File: src/rtl/and4_mon_pkg.sv
// Shared types and limits for the AND4 event monitor: FSM state encoding,
// run-counter width and the legal parameter ranges.
package and4_mon_pkg;

  typedef enum logic [1:0] {
    IDLE   = 2'd0,
    QUAL   = 2'd1,
    ACTIVE = 2'd2
  } mon_state_e;

  localparam int RUN_W = 4;

  localparam int DEB_LEN_MIN = 1;
  localparam int DEB_LEN_MAX = 15;
  localparam int CNT_W_MIN   = 2;
  localparam int CNT_W_MAX   = 16;

  function automatic bit params_legal(input int deb_len, input int cnt_w);
    return (deb_len >= DEB_LEN_MIN) && (deb_len <= DEB_LEN_MAX) &&
           (cnt_w >= CNT_W_MIN) && (cnt_w <= CNT_W_MAX);
  endfunction

endpackage

File: src/rtl/and4_event_monitor_if.sv
// Event-count handshake between the monitor (master) and its consumer (slave).
interface and4_event_monitor_if #(
  parameter int CNT_W = 8
);

  logic             evt_valid;
  logic             evt_ready;
  logic [CNT_W-1:0] evt_count;

  modport master (
    output evt_valid,
    output evt_count,
    input  evt_ready
  );

  modport slave (
    input  evt_valid,
    input  evt_count,
    output evt_ready
  );

endinterface

File: src/rtl/and4_capture.sv
// Registers the four AND operands plus a sample-valid flag and exposes the
// AND of the captured operands; reusable in front of other gate-level stages.
module and4_capture (
  input  logic clk,
  input  logic rst_n,
  input  logic in_valid,
  input  logic a,
  input  logic b,
  input  logic c,
  input  logic d,
  output logic v_q,
  output logic f_q
);

  logic [3:0] ops_q;
  logic [3:0] ops_d;
  logic       valid_q;
  logic       valid_d;

  always_comb begin
    ops_d   = ops_q;
    valid_d = in_valid;
    if (in_valid) begin
      ops_d = {a, b, c, d};
    end
  end

  always_ff @(posedge clk) begin
    if (!rst_n) begin
      ops_q   <= '0;
      valid_q <= 1'b0;
    end else begin
      ops_q   <= ops_d;
      valid_q <= valid_d;
    end
  end

  assign v_q = valid_q;
  assign f_q = &ops_q;

endmodule

File: src/rtl/and4_event_monitor.sv
// Debounces the registered AND result, counts qualified assertion events
// (saturating, with sticky overflow) and offers the count over valid/ready.
module and4_event_monitor
  import and4_mon_pkg::*;
#(
  parameter int DEB_LEN = 3,
  parameter int CNT_W   = 8
) (
  input  logic clk,
  input  logic rst_n,
  input  logic in_valid,
  input  logic a,
  input  logic b,
  input  logic c,
  input  logic d,
  output logic f_q,
  output logic det,
  output logic overflow,
  and4_event_monitor_if.master evt
);

  if (!params_legal(DEB_LEN, CNT_W)) begin : g_param_check
    $error("and4_event_monitor: DEB_LEN or CNT_W out of range");
  end

  localparam logic [RUN_W-1:0] DEB_LEN_C = RUN_W'(DEB_LEN);
  localparam logic [CNT_W-1:0] CNT_MAX   = '1;

  logic v_q;

  mon_state_e       state_q, state_d;
  logic [RUN_W-1:0] run_q, run_d;
  logic [RUN_W-1:0] run_inc;
  logic             det_q, det_d;
  logic             evt_fire;

  logic             valid_q, valid_d;
  logic [CNT_W-1:0] cnt_q, cnt_d;
  logic             ovf_q, ovf_d;

  and4_capture u_capture (
    .clk      (clk),
    .rst_n    (rst_n),
    .in_valid (in_valid),
    .a        (a),
    .b        (b),
    .c        (c),
    .d        (d),
    .v_q      (v_q),
    .f_q      (f_q)
  );

  assign run_inc = run_q + RUN_W'(1);

  // Only captured samples move the debouncer; gaps (v_q=0) freeze it.
  always_comb begin
    state_d  = state_q;
    run_d    = run_q;
    evt_fire = 1'b0;
    if (v_q) begin
      unique case (state_q)
        IDLE: begin
          if (f_q) begin
            run_d = RUN_W'(1);
            if (DEB_LEN == 1) begin
              state_d  = ACTIVE;
              evt_fire = 1'b1;
            end else begin
              state_d = QUAL;
            end
          end
        end
        QUAL: begin
          if (f_q) begin
            run_d = run_inc;
            if (run_inc == DEB_LEN_C) begin
              state_d  = ACTIVE;
              evt_fire = 1'b1;
            end
          end else begin
            run_d   = '0;
            state_d = IDLE;
          end
        end
        ACTIVE: begin
          if (!f_q) begin
            run_d   = '0;
            state_d = IDLE;
          end
        end
        default: begin
          run_d   = '0;
          state_d = IDLE;
        end
      endcase
    end
    det_d = (state_d == ACTIVE);
  end

  // A fresh event wins over acceptance so the newest count is never dropped.
  always_comb begin
    valid_d = valid_q;
    cnt_d   = cnt_q;
    ovf_d   = ovf_q;
    if (valid_q && evt.evt_ready) begin
      valid_d = 1'b0;
    end
    if (evt_fire) begin
      valid_d = 1'b1;
      if (cnt_q == CNT_MAX) begin
        ovf_d = 1'b1;
      end else begin
        cnt_d = cnt_q + CNT_W'(1);
      end
    end
  end

  always_ff @(posedge clk) begin
    if (!rst_n) begin
      state_q <= IDLE;
      run_q   <= '0;
      det_q   <= 1'b0;
      valid_q <= 1'b0;
      cnt_q   <= '0;
      ovf_q   <= 1'b0;
    end else begin
      state_q <= state_d;
      run_q   <= run_d;
      det_q   <= det_d;
      valid_q <= valid_d;
      cnt_q   <= cnt_d;
      ovf_q   <= ovf_d;
    end
  end

  assign det           = det_q;
  assign overflow      = ovf_q;
  assign evt.evt_valid = valid_q;
  assign evt.evt_count = cnt_q;

endmodule

File: src/flat_wrapper.sv
// flat-port wrapper written by rule: the top's interface ports become plain ports
module and4_event_monitor_flat import and4_mon_pkg::*;
#(
  parameter int DEB_LEN = 3,
  parameter int CNT_W   = 8
)
  (clk, rst_n, in_valid, a, b, c, d, f_q, det, overflow, evt_evt_valid, evt_evt_count, evt_evt_ready);
  and4_event_monitor_if #(.CNT_W(CNT_W)) evt_i ();
  input  logic clk;
  input  logic rst_n;
  input  logic in_valid;
  input  logic a;
  input  logic b;
  input  logic c;
  input  logic d;
  output logic f_q;
  output logic det;
  output logic overflow;
  output wire logic [$bits(evt_i.evt_valid)-1:0] evt_evt_valid;
  output wire logic [$bits(evt_i.evt_count)-1:0] evt_evt_count;
  input wire logic [$bits(evt_i.evt_ready)-1:0] evt_evt_ready;
  assign evt_evt_valid = evt_i.evt_valid;
  assign evt_evt_count = evt_i.evt_count;
  assign evt_i.evt_ready = evt_evt_ready;
  and4_event_monitor #(.DEB_LEN(DEB_LEN), .CNT_W(CNT_W)) u_core (.clk(clk), .rst_n(rst_n), .in_valid(in_valid), .a(a), .b(b), .c(c), .d(d), .f_q(f_q), .det(det), .overflow(overflow), .evt(evt_i));
endmodule
File: config.mk
export PLATFORM = sky130hd
export DESIGN_NAME = and4_event_monitor_flat
export DESIGN_NICKNAME = d
export VERILOG_FILES = /design/src/rtl/and4_mon_pkg.sv /design/src/rtl/and4_event_monitor_if.sv /design/src/rtl/and4_capture.sv /design/src/rtl/and4_event_monitor.sv /design/src/flat_wrapper.sv
export SDC_FILE = /design/constraint.sdc
export NUM_CORES = 1
export LEC_CHECK = 0
export CAP_MARGIN = 20
export CORE_MARGIN = 2
export CORE_UTILIZATION = 45
export DETAILED_ROUTE_END_ITERATION = 6
export PLACE_DENSITY = 0.73
export SETUP_SLACK_MARGIN = 0.15
export SKIP_LAST_GASP = 1
export SYNTH_ARGS = -nofsm -noshare
export SYNTH_HDL_FRONTEND = slang
export SYNTH_SLANG_ARGS = --single-unit
File: constraint.sdc
create_clock -name clk -period 1.75 [get_ports clk]
set_input_delay 0.175 -clock clk [delete_from_list [all_inputs] [get_ports clk]]
set_output_delay 0.175 -clock clk [all_outputs]
set_load 0.05 [all_outputs]
# Yosys cells after proc, flatten, opt, wreduce, memory -nomap -nowiden
# Cells that the tools add are included.
[word_totals]
regBits = 22
output_inout_bits = 12
[op_classes]
n_reduce_logical = 7
n_bitwise = 1
eq_ne = 7
n_mux = 16
addsub = 2
[op_table]
columns = ["op", "count"]
rows = [
  ["two-way mux 4 bit", 3],
  ["case mux 4 bit (3 select lines)", 1],
  ["two-way mux 2 bit", 5],
  ["adder 8 x 1 -> 8 bit (second input constant)", 1],
  ["equality test 8 bit (second input constant)", 1],
  ["two-way mux 1 bit", 6],
  ["case mux 2 bit (3 select lines)", 1],
  ["adder 4 x 1 -> 4 bit (second input constant)", 1],
  ["equality test 2 bit (second input constant)", 2],
  ["equality test 4 x 2 -> 1 bit (second input constant)", 1],
  ["AND reduction 2 bit", 2],
  ["AND reduction 4 bit", 1],
  ["AND reduction 3 bit", 1],
  ["equality test 2 x 1 -> 1 bit (second input constant)", 1],
  ["zero test 2 bit", 1],
  ["inequality test 2 x 1 -> 1 bit (second input constant)", 1],
  ["inequality test 2 bit (second input constant)", 1],
  ["nonzero test 2 bit", 1],
  ["logical AND 1 bit", 1],
  ["inverter 1 bit", 1],
]

# Logic depth before layout (Yosys ltp)
# Gate-level depths: netlist (run 1).
[logic_depth]
ltp_word = 7
depth_mapped = 7

# Modules after synthesis
# From an unflattened synthesis (run 1), not the netlist that was laid out.
[unflattened]
cells_unflattened = 121
area_unflattened_um2 = 1097.3
[modules_own_cells]
columns = ["mod", "instances", "cells_per_inst", "seq_area_each_um2", "area_per_inst_um2"]
rows = [
  ["and4_event_monitor", 1, 105, 340.3, 904.6],
  ["and4_capture", 1, 16, 100.1, 192.7],
]

# Least setup slack after synthesis (run 1)
# OpenSTA, ideal clock, no wires.
[synth_timing]
path_kind = "register -> register"
start = "reg u_core.u_capture.ops_q[2]"
end = "reg u_core.cnt_q[3], in the netlist u_core.evt.evt_count[3]"
path_stages_with_launch = 6
slack_ps = -132
n_path_buf = 0
t_arrival_ps = 1811
required_time_ps = 1679
period_less_slack_ps = 1882
setup_time_ps = 71
cell_sequence = "dfxtp_1 > nand4_1 > inv_1 > nand2_1 > or4_1 > a21oi_1"
[synth_between]
elab_chain_len = 5
[synth_lines]
columns = ["element", "line_no", "source"]
rows = [
  ["from (decl)", "and4_capture.sv:15", "logic [3:0] ops_q;"],
  ["from (signal assigned)", "and4_capture.sv:33", "ops_q <= ops_d;"],
  ["AND reduction 4 bit", "and4_capture.sv:39", "assign f_q = &ops_q;"],
  ["named net f_q", "flat_wrapper.sv:16", "output logic f_q;"],
  ["two-way mux 1 bit", "and4_event_monitor.sv:74", "if (f_q) begin"],
  ["two-way mux 1 bit", "and4_event_monitor.sv:61", "unique case (state_q)"],
  ["two-way mux 1 bit", "and4_event_monitor.sv:60", "if (v_q) begin"],
  ["AND reduction 2 bit (no source line)", "-", ""],
  ["to (signal assigned)", "and4_event_monitor.sv:131", "cnt_q <= cnt_d;"],
  ["to (decl)", "and4_event_monitor.sv:38", "logic [CNT_W-1:0] cnt_q, cnt_d;"],
]
# The timed path passes the listed nets, and every way through them passes these cells.
# A chain may end at the register's enable or synchronous reset.

# Final worst setup path (run 1)
[layout_timing]
start = "reg u_core.run_q[2]"
end = "reg u_core.cnt_q[4], in the netlist u_core.evt.evt_count[4]"
[layout_between]
elab_chain_len = 7
[layout_lines]
columns = ["element", "line_no", "source"]
rows = [
  ["from (decl)", "and4_event_monitor.sv:32", "logic [RUN_W-1:0] run_q, run_d;"],
  ["from (signal assigned)", "and4_event_monitor.sv:128", "run_q <= run_d;"],
  ["adder 4 x 1 -> 4 bit", "and4_event_monitor.sv:53", "assign run_inc = run_q + RUN_W'(1);"],
  ["equality test 4 x 2 -> 1 bit", "and4_event_monitor.sv:76", "if (run_inc == DEB_LEN_C) begin"],
  ["two-way mux 1 bit", "and4_event_monitor.sv:76", ""],
  ["two-way mux 1 bit", "and4_event_monitor.sv:74", ""],
  ["two-way mux 1 bit", "and4_event_monitor.sv:61", ""],
  ["two-way mux 1 bit", "and4_event_monitor.sv:60", ""],
  ["AND reduction 2 bit (no source line)", "-", ""],
]
# No other way between the ends.

==> flow_metrics.py, run 1 <==
metrics = {
    "clocking": {
        "cts_hold_buf": 0,
        "cts_max_path_buffers": 2,
        "tritoncts": "built",
        "cts_buffers": 3,
        "clockRootBuffer": "clkbuf_4",
        "clkTransAtPathRegs_ns": 0.12,
        "cts_h_tree_depth": 1,
        "clock_latency_ns": 0.31,
        "cts_sinks": 22,
    },
    "pwr": {
        "p_leak_uw": 0.000670,
        "irDropWorstVdd_uv": 669,
        "power.share.combinational": 0.064,
        "power_switching_uw": 182,
        "p_total_uw": 842,
        "pwr-share-clk": 0.333,
        "power.switching_fraction": 0.216,
        "pint_uw": 661,
        "powerDensity_nw_per_um2": 524,
        "pwr-share-seq": 0.603,
    },
    "critical_path": {
        "rr_startpoint": "u_core.run_q[2]",
        "worst_setup_path_end_kind": "flop",
        "timing.critical_path.arrival_ns": 1.97,
        "critPathMaxFanout": 6,
        "worst_reg_to_reg_path_cell_count": 4,
        "startpoint_type": "flop",
        "worst-endpoint-required_ns": 1.99,
        "worst_r2r_endpoint": "u_core.evt.evt_count[4]",
        "setup.reg_to_reg.worst_slack_ns": 0.03,
        "critPathKind": "reg -> reg",
    },
    "synthesis": {
        "netlist_area_um2": 1080,
        "dominant_combinational_cell_family_by_area_after_synthesis": "simple AND/OR/NAND/NOR gates",
        "avgSynthCellArea_um2": 8.83,
        "ys_types": 36,
        "synthCells": 122,
        "synth_xor_xnor_area_share": 0.0163,
        "synth-seq-cells": 22,
        "total_nets_after_synthesis": 133,
        "synth_fa_ha_area_frac": 0.0348,
        "muxShareOfSynthArea": 0.0743,
        "synth-simple-area-share": 0.242,
        "synth_compound_area_frac": 0.175,
        "synth_warnings": 0,
        "ys_seq_area_frac": 0.409,
    },
    "finish": {
        "multi_input_comb_area_um2": 726,
        "fin_cells": 187,
        "final.fill_count": 164,
        "finish.utilization": 0.719,
        "layout.area.seq_um2": 457,
        "final_layout_size_suffix_gt1_frac": 0.358,
        "fin_nets": 171,
        "layout_commonest_cell": "buf_4",
        "areaGrowthSynthToFinish_pct": 49.1,
        "most-common-layout-cells": "buf_4 (18), dfxtp_1 (13), nand2_1 (11)",
        "antenna-diode-count": 0,
    },
    "run_status": {
        "outcome": "completed",
    },
    "place": {
        "gp_routability_congestion": 0.830,
        "numPlacedInstances": 175,
        "estimated_wirelength_of_the_detail_placed_design_um": 1750,
        "numPortBuffers": 19,
    },
    "drt": {
        "sum_of_routed_wire_length_over_all_layers_um": 2870,
        "drt_iter0_markers": 23,
        "postRouteAntennaNets": 0,
        "routed-via-count": 1075,
        "drt-pass1-iter-count": 4,
        "routedWlPerCell_um": 15.3,
        "routed_via_density": 5.75,
        "drc_errors": 0,
    },
    "sta": {
        "rsz0062_at_grt": "true",
        "fin_skew_ns": 0.00288,
        "max-slew-margin-rel": 0.669,
        "final-setup-viol-count": 0,
        "final_hold_viol_count": 0,
        "max_freq_mhz": 581,
        "max_slew.worst_pin.slew_ns": 0.494,
        "post-route-min-period_ns": 1.72,
        "timing.final.max_slew_violations": 0,
        "final.period_utilization": 0.984,
    },
    "global_route": {
        "grt_antenna_before_repair": 0,
        "wire_length_of_the_first_global_routing_pass_um": 4250,
        "grt.total_usage": 0.210,
        "grt_max_degree": 14,
        "grt_remaining_overflow": 0,
        "grt_pass1_vias": 938,
    },
    "floorplan": {
        "die-height_um": 52.9,
        "placementRows": 17,
        "dieWidth_um": 52.9,
        "pin_count": 20,
        "fp.dieArea_um2": 2800,
        "fp.coreArea_um2": 2230,
        "floorplan.initialDensity": 0.482,
    },
    "worst_hold_path": {
        "worst_hold_startpoint": "d",
        "hold_path.class": "in -> reg",
        "timing.hold.worst_path_depth": 3,
        "hold-path-endpoint": "u_core.u_capture.ops_q[0]",
    },
    "run": {
        "drv.max_cap_violation_count": 0,
    },
}
## metrics by stage
step | cell area (µm²) | TNS (ns) | hold WS, ns | worst slack [ns]
5_1_grt | 1610 | -0.0914 | 0.481 | -0.0342
2_1_floorplan | 1110 | 0 | 0.322 | 0.0573
3_5_place_dp | 1390 | -0.262 | 0.456 | -0.0675
6_report | 1610 | 0 | 0.469 | 0.0274
4_1_cts | 1510 | -0.0404 | 0.476 | -0.0243
3_3_place_gp | 1390 | -0.0192 | 0.461 | -0.0192
## kinds of logic (layout without fill, tap and decap cells)
| kind of cell | count (synthesis) | count (layout) |
|---|---|---|
| buffers and inverters | 10 | 46 |
| DFF | 22 | 22 |
| adders and majority gates | 3 | 3 |
| and+or+nand+nor | 48 | 48 |
| xor gates and xnor gates | 2 | 2 |
| muxes | 8 | 8 |
| AOI/OAI and AO/OA | 29 | 30 |
## critical path, cell delays in order (launching register included)
cell     delay (ns)
dfxtp_2        0.41
nand4_1        0.20
a211o_4        0.42
or4_1          0.47
a21oi_1        0.15
## flip-flops by register name, indices dropped and copies added, names as in the netlist
signal,count
u_core.state_q,2
u_core.evt.evt_count,8
u_core.evt.evt_valid,1
u_core.u_capture.v_q,1
u_core.u_capture.ops_q,4
u_core.det,1
u_core.overflow,1
u_core.run_q,4
## synth_stat cells
master / instances / area share
dfxtp_1: 22 / 0.41
nand2_1: 13 / 0.045
a21oi_1: 12 / 0.056
mux2i_1: 8 / 0.074
inv_1: 5 / 0.017
nand3_1: 5 / 0.023
nor2_1: 5 / 0.017
nand2b_1: 4 / 0.023
nor4_1: 4 / 0.023
clkbuf_1: 3 / 0.010
ha_1: 3 / 0.035
nand4_1: 3 / 0.017
o21a_1: 3 / 0.021
o21ai_0: 3 / 0.014
buf_6: 2 / 0.021
nand3b_1: 2 / 0.014
nor2b_1: 2 / 0.012
nor3b_1: 2 / 0.014
o31ai_1: 2 / 0.014
or3_1: 2 / 0.012
or4_1: 2 / 0.014
a211o_1: 1 / 0.0081
a21o_1: 1 / 0.0070
a31o_1: 1 / 0.0081
and2_1: 1 / 0.0058
o2111ai_1: 1 / 0.0081
o211ai_1: 1 / 0.0070
o221a_2: 1 / 0.010
o22ai_1: 1 / 0.0058
o311ai_0: 1 / 0.0081
o41ai_1: 1 / 0.0081
or2_1: 1 / 0.0058
or3_2: 1 / 0.0070
or3b_2: 1 / 0.0081
xnor2_1: 1 / 0.0081
xor2_1: 1 / 0.0081
## layout make-up
class	count	share of cell area
Tap cell	28	0.0218
Inverter	5	0.0140
Multi-Input combinational cell	91	0.452
Clock buffer	4	0.0226
Timing Repair Buffer	37	0.206
Sequential cell	22	0.284
## worst max path at each step
stage	start	end	slack, ns	depth (start not counted)
floorplan	u_core.u_capture.ops_q[0]	u_core.evt.evt_count[4]	0.06	5
global placement	u_core.run_q[0]	u_core.evt.evt_count[6]	-0.02	6
detailed placement	u_core.run_q[1]	u_core.evt.evt_count[5]	-0.07	6
CTS	u_core.run_q[0]	u_core.evt.evt_count[3]	-0.02	5
global route	u_core.evt.evt_count[0]	u_core.evt.evt_count[0]	-0.03	5
finish	u_core.run_q[2]	u_core.evt.evt_count[4]	0.03	4
## layer usage
layer,GRT usage,up-vias,routed length (µm)
met4,0.0897,0,19
met5,0,-,0
met3,0.0367,2,91
li1,-,527,-
met2,0.331,23,1400
met1,0.282,523,1360
## what timing repair did
| item | in CTS | in global routing |
|---|---|---|
| pin swaps | 6 | 13 |
| buffers inserted | 2 | 5 |
| endpoints found under the setup margin | 20 | 15 |
| hold endpoints to repair | 0 | 0 |
| resized for setup | 23 | 16 |
| cloned | 1 | 0 |
## power by group through the flow
| stage | clock [µW] | combinational, µW | sequential (µW) |
|---|---|---|---|
| floorplan | 0 | 23.0 | 523 |
| global placement | 0 | 50.9 | 522 |
| detailed placement | 0 | 52.5 | 522 |
| CTS | 282 | 52.9 | 509 |
| global route | 303 | 58.9 | 509 |
| finish | 280 | 54.3 | 508 |
No activity file was read; power rests on OpenSTA's default activity.
==> inputs of run 2 (changes only) <==
--- a/config.mk
+++ b/config.mk
@@ -10,8 +10,8 @@
 export CORE_UTILIZATION = 45
 export DETAILED_ROUTE_END_ITERATION = 6
 export PLACE_DENSITY = 0.73
-export SETUP_SLACK_MARGIN = 0.15
 export SKIP_LAST_GASP = 1
+export SLEW_MARGIN = 20
 export SYNTH_ARGS = -nofsm -noshare
 export SYNTH_HDL_FRONTEND = slang
 export SYNTH_SLANG_ARGS = --single-unit
==> constraint.sdc (replaced) <==
create_clock -name clk -period 1.75 [get_ports clk]
set_input_delay 0.175 -clock clk [delete_from_list [all_inputs] [get_ports clk]]
set_output_delay 0.175 -clock clk [all_outputs]
set_load 0.01 [all_outputs]
==> flow_metrics.py, run 2 (same netlist as run 1, synthesis figures left out) <==
metrics = {
    "run_status": {
        "outcome": "finished with violations",
        "failed_checks": "negative setup slack",
    },
    "critical_path": {
        "critPathKind": "reg -> reg",
        "setup.reg_to_reg.worst_slack_ns": -0.01,
        "startpoint_type": "flop",
        "timing.critical_path.arrival_ns": 2.02,
        "cp-endpoint": "u_core.evt.evt_count[4]",
        "critPathMaxFanout": 7,
        "worst_r2r_endpoint": "u_core.evt.evt_count[4]",
        "worst_setup_path_end_kind": "flop",
        "worst_reg_to_reg_path_cell_count": 5,
        "worst_setup_path_startpoint": "u_core.run_q[1]",
        "rr_startpoint": "u_core.run_q[1]",
        "worst-endpoint-required_ns": 2.01,
    },
    "floorplan": {
        "floorplan.initialDensity": 0.482,
        "dieWidth_um": 52.9,
        "fp.dieArea_um2": 2800,
        "die-height_um": 52.9,
        "pin_count": 20,
        "placementRows": 17,
        "fp.coreArea_um2": 2230,
    },
    "sta": {
        "max_freq_mhz": 567,
        "final.period_utilization": 1.01,
        "max-slew-margin-rel": 0.695,
        "post-route-min-period_ns": 1.76,
        "rsz0062_at_grt": "true",
        "fin_skew_ns": 0.00320,
        "final_hold_viol_count": 0,
        "hold-worst-slack_ns": 0.475,
        "final-setup-viol-count": 1,
        "timing.final.max_slew_violations": 0,
        "finalWorstSetupSlack_ns": -0.0125,
        "max_slew.worst_pin.slew_ns": 0.456,
    },
    "drt": {
        "postRouteAntennaNets": 0,
        "routed-via-count": 1019,
        "sum_of_routed_wire_length_over_all_layers_um": 2590,
        "routedWlPerCell_um": 14.3,
        "routed_via_density": 5.63,
        "drt_iter0_markers": 22,
        "drc_errors": 0,
        "drt-pass1-iter-count": 4,
    },
    "place": {
        "estimated_wirelength_of_the_detail_placed_design_um": 1820,
        "gp_routability_congestion": 0.768,
        "numPortBuffers": 19,
        "postPlaceCellArea_um2": 1340,
    },
    "clocking": {
        "cts_buffers": 3,
        "tritoncts": "built",
        "cts_hold_buf": 0,
        "cts_max_path_buffers": 2,
        "cts_h_tree_depth": 1,
        "clkTransAtPathRegs_ns": 0.13,
        "cts_sinks": 22,
        "clock_latency_ns": 0.31,
        "clockRootBuffer": "clkbuf_4",
    },
    "finish": {
        "final_layout_size_suffix_gt1_frac": 0.222,
        "antenna-diode-count": 0,
        "finish.utilization": 0.672,
        "most-common-layout-cells": "clkdlybuf4s50_1 (19), dfxtp_1 (19), nand2_1 (12)",
        "fin_area_um2": 1500,
        "areaGrowthSynthToFinish_pct": 39.3,
        "fin_nets": 165,
        "largest_register_ffs": 8,
    },
    "global_route": {
        "grt_antenna_before_repair": 0,
        "grt_remaining_overflow": 0,
        "wire_length_of_the_first_global_routing_pass_um": 4230,
        "grt_max_degree": 14,
        "grt_pass1_vias": 929,
        "grt.total_usage": 0.211,
    },
    "pwr": {
        "power_switching_uw": 188,
        "pwr-share-seq": 0.535,
        "p_leak_uw": 0.000531,
        "pwr-share-clk": 0.413,
        "powerDensity_nw_per_um2": 635,
        "p_total_uw": 952,
        "power.share.combinational": 0.052,
        "irDropWorstVdd_uv": 494,
        "power.switching_fraction": 0.197,
        "pint_uw": 765,
    },
    "worst_hold_path": {
        "hold_path.class": "in -> reg",
    },
    "run": {
        "drv.max_cap_violation_count": 0,
    },
}
==> run 2: cell types whose count changed in the layout (fill, tap and decap cells not counted), sizes merged <==
cell and delta:
clkbuf -1, inv +1, clkinvlp -1, dlymetal6s2s -1, buf -9, dlygate4sd2 -8, clkdlybuf4s50 +12, bufinv +1
==> run 2: area by class of cell <==
| cell class | count | area (µm²) |
|---|---|---|
| Fill cell | 176 | 733 |
| Multi-Input combinational cell | 91 | 656 |
| Sequential cell | 22 | 447 |
| Timing Repair Buffer | 31 | 292 |
| Tap cell | 28 | 35.0 |
| Clock inverter | 1 | 30.0 |
| Clock buffer | 3 | 22.5 |
| Inverter | 5 | 18.8 |
==> run 2: power groups by stage <==
| stage | logic [µW] | registers, µW | clock network (µW) |
|---|---|---|---|
| after CTS | 49.4 | 509 | 397 |
| after floorplan | 22.2 | 522 | 0 |
| after detailed placement | 49.2 | 522 | 0 |
| final | 49.6 | 510 | 393 |
| after global routing | 54.6 | 510 | 421 |
| after global placement | 48.5 | 522 | 0 |
==> run 2: routing by layer <==
metal	vias up	global-route usage	wire length, µm	part of all wire
met3	6	0.0339	82	0.032
li1	515	-	-	-
met4	0	0.103	61	0.024
met5	-	0	0	0
met1	477	0.277	1160	0.45
met2	21	0.333	1290	0.50
==> run 2: repair_timing <==
action | CTS | global route
gates cloned | 1 | 0
endpoints found under the setup margin | 9 | 11
resized for setup | 5 | 17
pin swaps | 1 | 7
setup buffers | 2 | 0
==> run 2: worst max-delay path, stage by stage (launching register included) <==
cell	delay, ns
dfxtp_4	0.37
buf_6	0.13
a31o_4	0.22
a211o_4	0.36
or4_4	0.52
a21oi_2	0.12
==> run 2: stage by stage <==
step                      worst slack (ns)  std cells  setup TNS [ns]
final                              -0.0125        181         -0.0125
after global routing               -0.0502        181          -0.212
after CTS                          -0.0356        181         -0.0409
after detailed placement           -0.0808        174          -0.332
after global placement             -0.0413        174         -0.0525
after floorplan                     0.0615        122               0
==> run 2: worst min path at each step <==
stage	from	end	slack, ns	cells after the start
finish	d	u_core.u_capture.ops_q[0]	0.48	3
global placement	u_core.overflow	u_core.overflow	0.45	1
global route	c	u_core.u_capture.ops_q[1]	0.48	3
floorplan	d	u_core.u_capture.ops_q[0]	0.32	2
CTS	c	u_core.u_capture.ops_q[1]	0.47	3
detailed placement	u_core.overflow	u_core.overflow	0.47	1
==> inputs of run 3 (changes only) <==
==> constraint.sdc (replaced) <==
create_clock -name clk -period 1.46 [get_ports clk]
set_input_delay 0.146 -clock clk [delete_from_list [all_inputs] [get_ports clk]]
set_output_delay 0.146 -clock clk [all_outputs]
set_load 0.01 [all_outputs]
==> flow_metrics.py, run 3 (same netlist as run 1, synthesis figures left out) <==
metrics = {
    "pwr": {
        "power_switching_uw": 257,
        "pwr-share-clk": 0.418,
        "pint_uw": 923,
        "power.switching_fraction": 0.217,
        "p_total_uw": 1180,
        "p_leak_uw": 0.000806,
        "irDropWorstVdd_uv": 690,
        "power.share.combinational": 0.063,
        "powerDensity_nw_per_um2": 631,
        "pwr-share-seq": 0.519,
    },
    "drt": {
        "routed_via_density": 6.13,
        "postRouteAntennaNets": 0,
        "routed-via-count": 1281,
        "drc_errors": 0,
        "drt_iter0_markers": 41,
        "routedWlPerCell_um": 19.4,
        "drt-pass1-iter-count": 4,
        "sum_of_routed_wire_length_over_all_layers_um": 4060,
    },
    "run_status": {
        "failed_checks": "negative setup slack",
        "outcome": "finished with violations",
    },
    "place": {
        "numPortBuffers": 19,
        "gp_routability_congestion": 0.785,
        "estimated_wirelength_of_the_detail_placed_design_um": 2130,
        "postPlaceCellArea_um2": 1590,
        "dpl_worst_slack_ns": -0.307,
        "numPlacedInstances": 196,
    },
    "critical_path": {
        "startpoint_type": "flop",
        "worst_path_dominant_cell_family": "compound AO/OA/AOI/OAI gates",
        "critPathMaxStageDelay_ns": 0.46,
        "critPathMaxFanout": 5,
        "path_buf_inv": 1,
        "path_cells": "buf_6 -> ha_4 -> nand2_4 -> a211o_2 -> or4_1 -> a21oi_2",
        "critPathKind": "reg -> reg",
        "worst_setup_path_end_kind": "flop",
        "worst_path_max_delay_cell": "or4_1",
        "worst-endpoint-required_ns": 1.73,
        "timing.critical_path.arrival_ns": 2.00,
    },
    "floorplan": {
        "die-height_um": 52.9,
        "placementRows": 17,
        "fp.coreArea_um2": 2230,
        "fp.dieArea_um2": 2800,
        "pin_count": 20,
        "floorplan.initialDensity": 0.482,
        "dieWidth_um": 52.9,
    },
    "sta": {
        "timing.final.max_slew_violations": 0,
        "max-slew-margin-rel": 0.753,
        "hold-worst-slack_ns": 0.435,
        "finalWorstSetupSlack_ns": -0.270,
        "post-route-min-period_ns": 1.73,
        "final.period_utilization": 1.19,
        "final-setup-viol-count": 14,
        "max_slew.worst_pin.slew_ns": 0.369,
        "fin_skew_ns": 0.00168,
        "final_hold_viol_count": 0,
        "rsz0062_at_grt": "true",
        "max_freq_mhz": 578,
    },
    "finish": {
        "most-common-layout-cells": "buf_4 (35), clkdlybuf4s50_1 (12), dfxtp_1 (12)",
        "fin_area_um2": 1870,
        "layout_commonest_cell": "buf_4",
        "areaGrowthSynthToFinish_pct": 73.5,
        "largest_register_ffs": 8,
        "final_layout_size_suffix_gt1_frac": 0.481,
        "antenna-diode-count": 0,
        "fin_nets": 193,
        "fin_cells": 209,
    },
    "global_route": {
        "grt_pass1_vias": 1272,
        "wire_length_of_the_first_global_routing_pass_um": 5890,
        "grt_remaining_overflow": 0,
        "grt_max_degree": 14,
        "grt_antenna_before_repair": 0,
        "grt.total_usage": 0.295,
    },
    "worst_hold_path": {
        "hold_path.class": "in -> reg",
    },
    "clocking": {
        "clkTransAtPathRegs_ns": 0.14,
        "cts_h_tree_depth": 1,
        "cts_max_path_buffers": 2,
        "cts_buffers": 3,
        "cts_sinks": 22,
        "tritoncts": "built",
        "clockRootBuffer": "clkbuf_4",
        "clock_latency_ns": 0.33,
        "cts_hold_buf": 0,
    },
    "run": {
        "drv.max_cap_violation_count": 0,
    },
}
==> run 3: changes by cell type in the layout (fill, tap and decap cells not counted), sizes merged <==
| cell | delta |
|---|---|
| clkdlybuf4s50 | -7 |
| clkbuf | +1 |
| dlygate4sd2 | +6 |
| buf | +28 |
==> run 3: metal layers <==
metal,track usage,share of wire
met1,0.342,0.39
met2,0.533,0.49
met3,0.0508,0.070
met4,0.111,0.050
met5,0,0
==> run 3: through the flow <==
stage	TNS, ns	utilization
detailed placement	-2.66	0.710
floorplan	-0.740	-
CTS	-1.71	0.808
global placement	-2.19	0.710
finish	-2.01	0.837
global route	-2.69	0.837
==> run 3: cell type report <==
class / instances / area (µm²)
Timing Repair Buffer: 59 / 505
Inverter: 5 / 18.8
Clock buffer: 3 / 22.5
Tap cell: 28 / 35.0
Multi-Input combinational cell: 91 / 802
Sequential cell: 22 / 455
Fill cell: 118 / 364
Clock inverter: 1 / 30.0
==> run 3: worst paths after layout <==
| path | start | to | slack (ns) | depth (start not counted) |
|---|---|---|---|---|
| setup reg to reg | u_core.run_q[1] | u_core.evt.evt_count[4] | -0.27 | 6 |
| setup / recovery | u_core.run_q[1] | u_core.evt.evt_count[4] | -0.27 | 6 |
| hold reg to reg | u_core.overflow | u_core.overflow | 0.49 | 1 |
| hold / removal | b | u_core.u_capture.ops_q[2] | 0.44 | 3 |
==> run 3: repair_timing <==
item	4_1_cts	5_1_grt
endpoints found under the setup margin	22	18
setup buffers	4	4
resized for setup	40	11
gates cloned	1	0
pin swaps	5	4
==> run 3: worst register-to-register path, stage by stage (launching register included) <==
cell     delay, ns
dfxtp_4       0.41
buf_6         0.11
ha_4          0.12
nand2_4       0.05
a211o_2       0.37
or4_1         0.46
a21oi_2       0.15
==> run 3: power groups by stage <==
stage          combinational, µW  sequential (µW)  clock (µW)
2_1_floorplan               27.0              624           0
3_3_place_gp                64.8              624           0
3_5_place_dp                66.9              624           0
4_1_cts                     69.9              611         487
5_1_grt                     78.7              613         505
6_report                    74.5              612         493
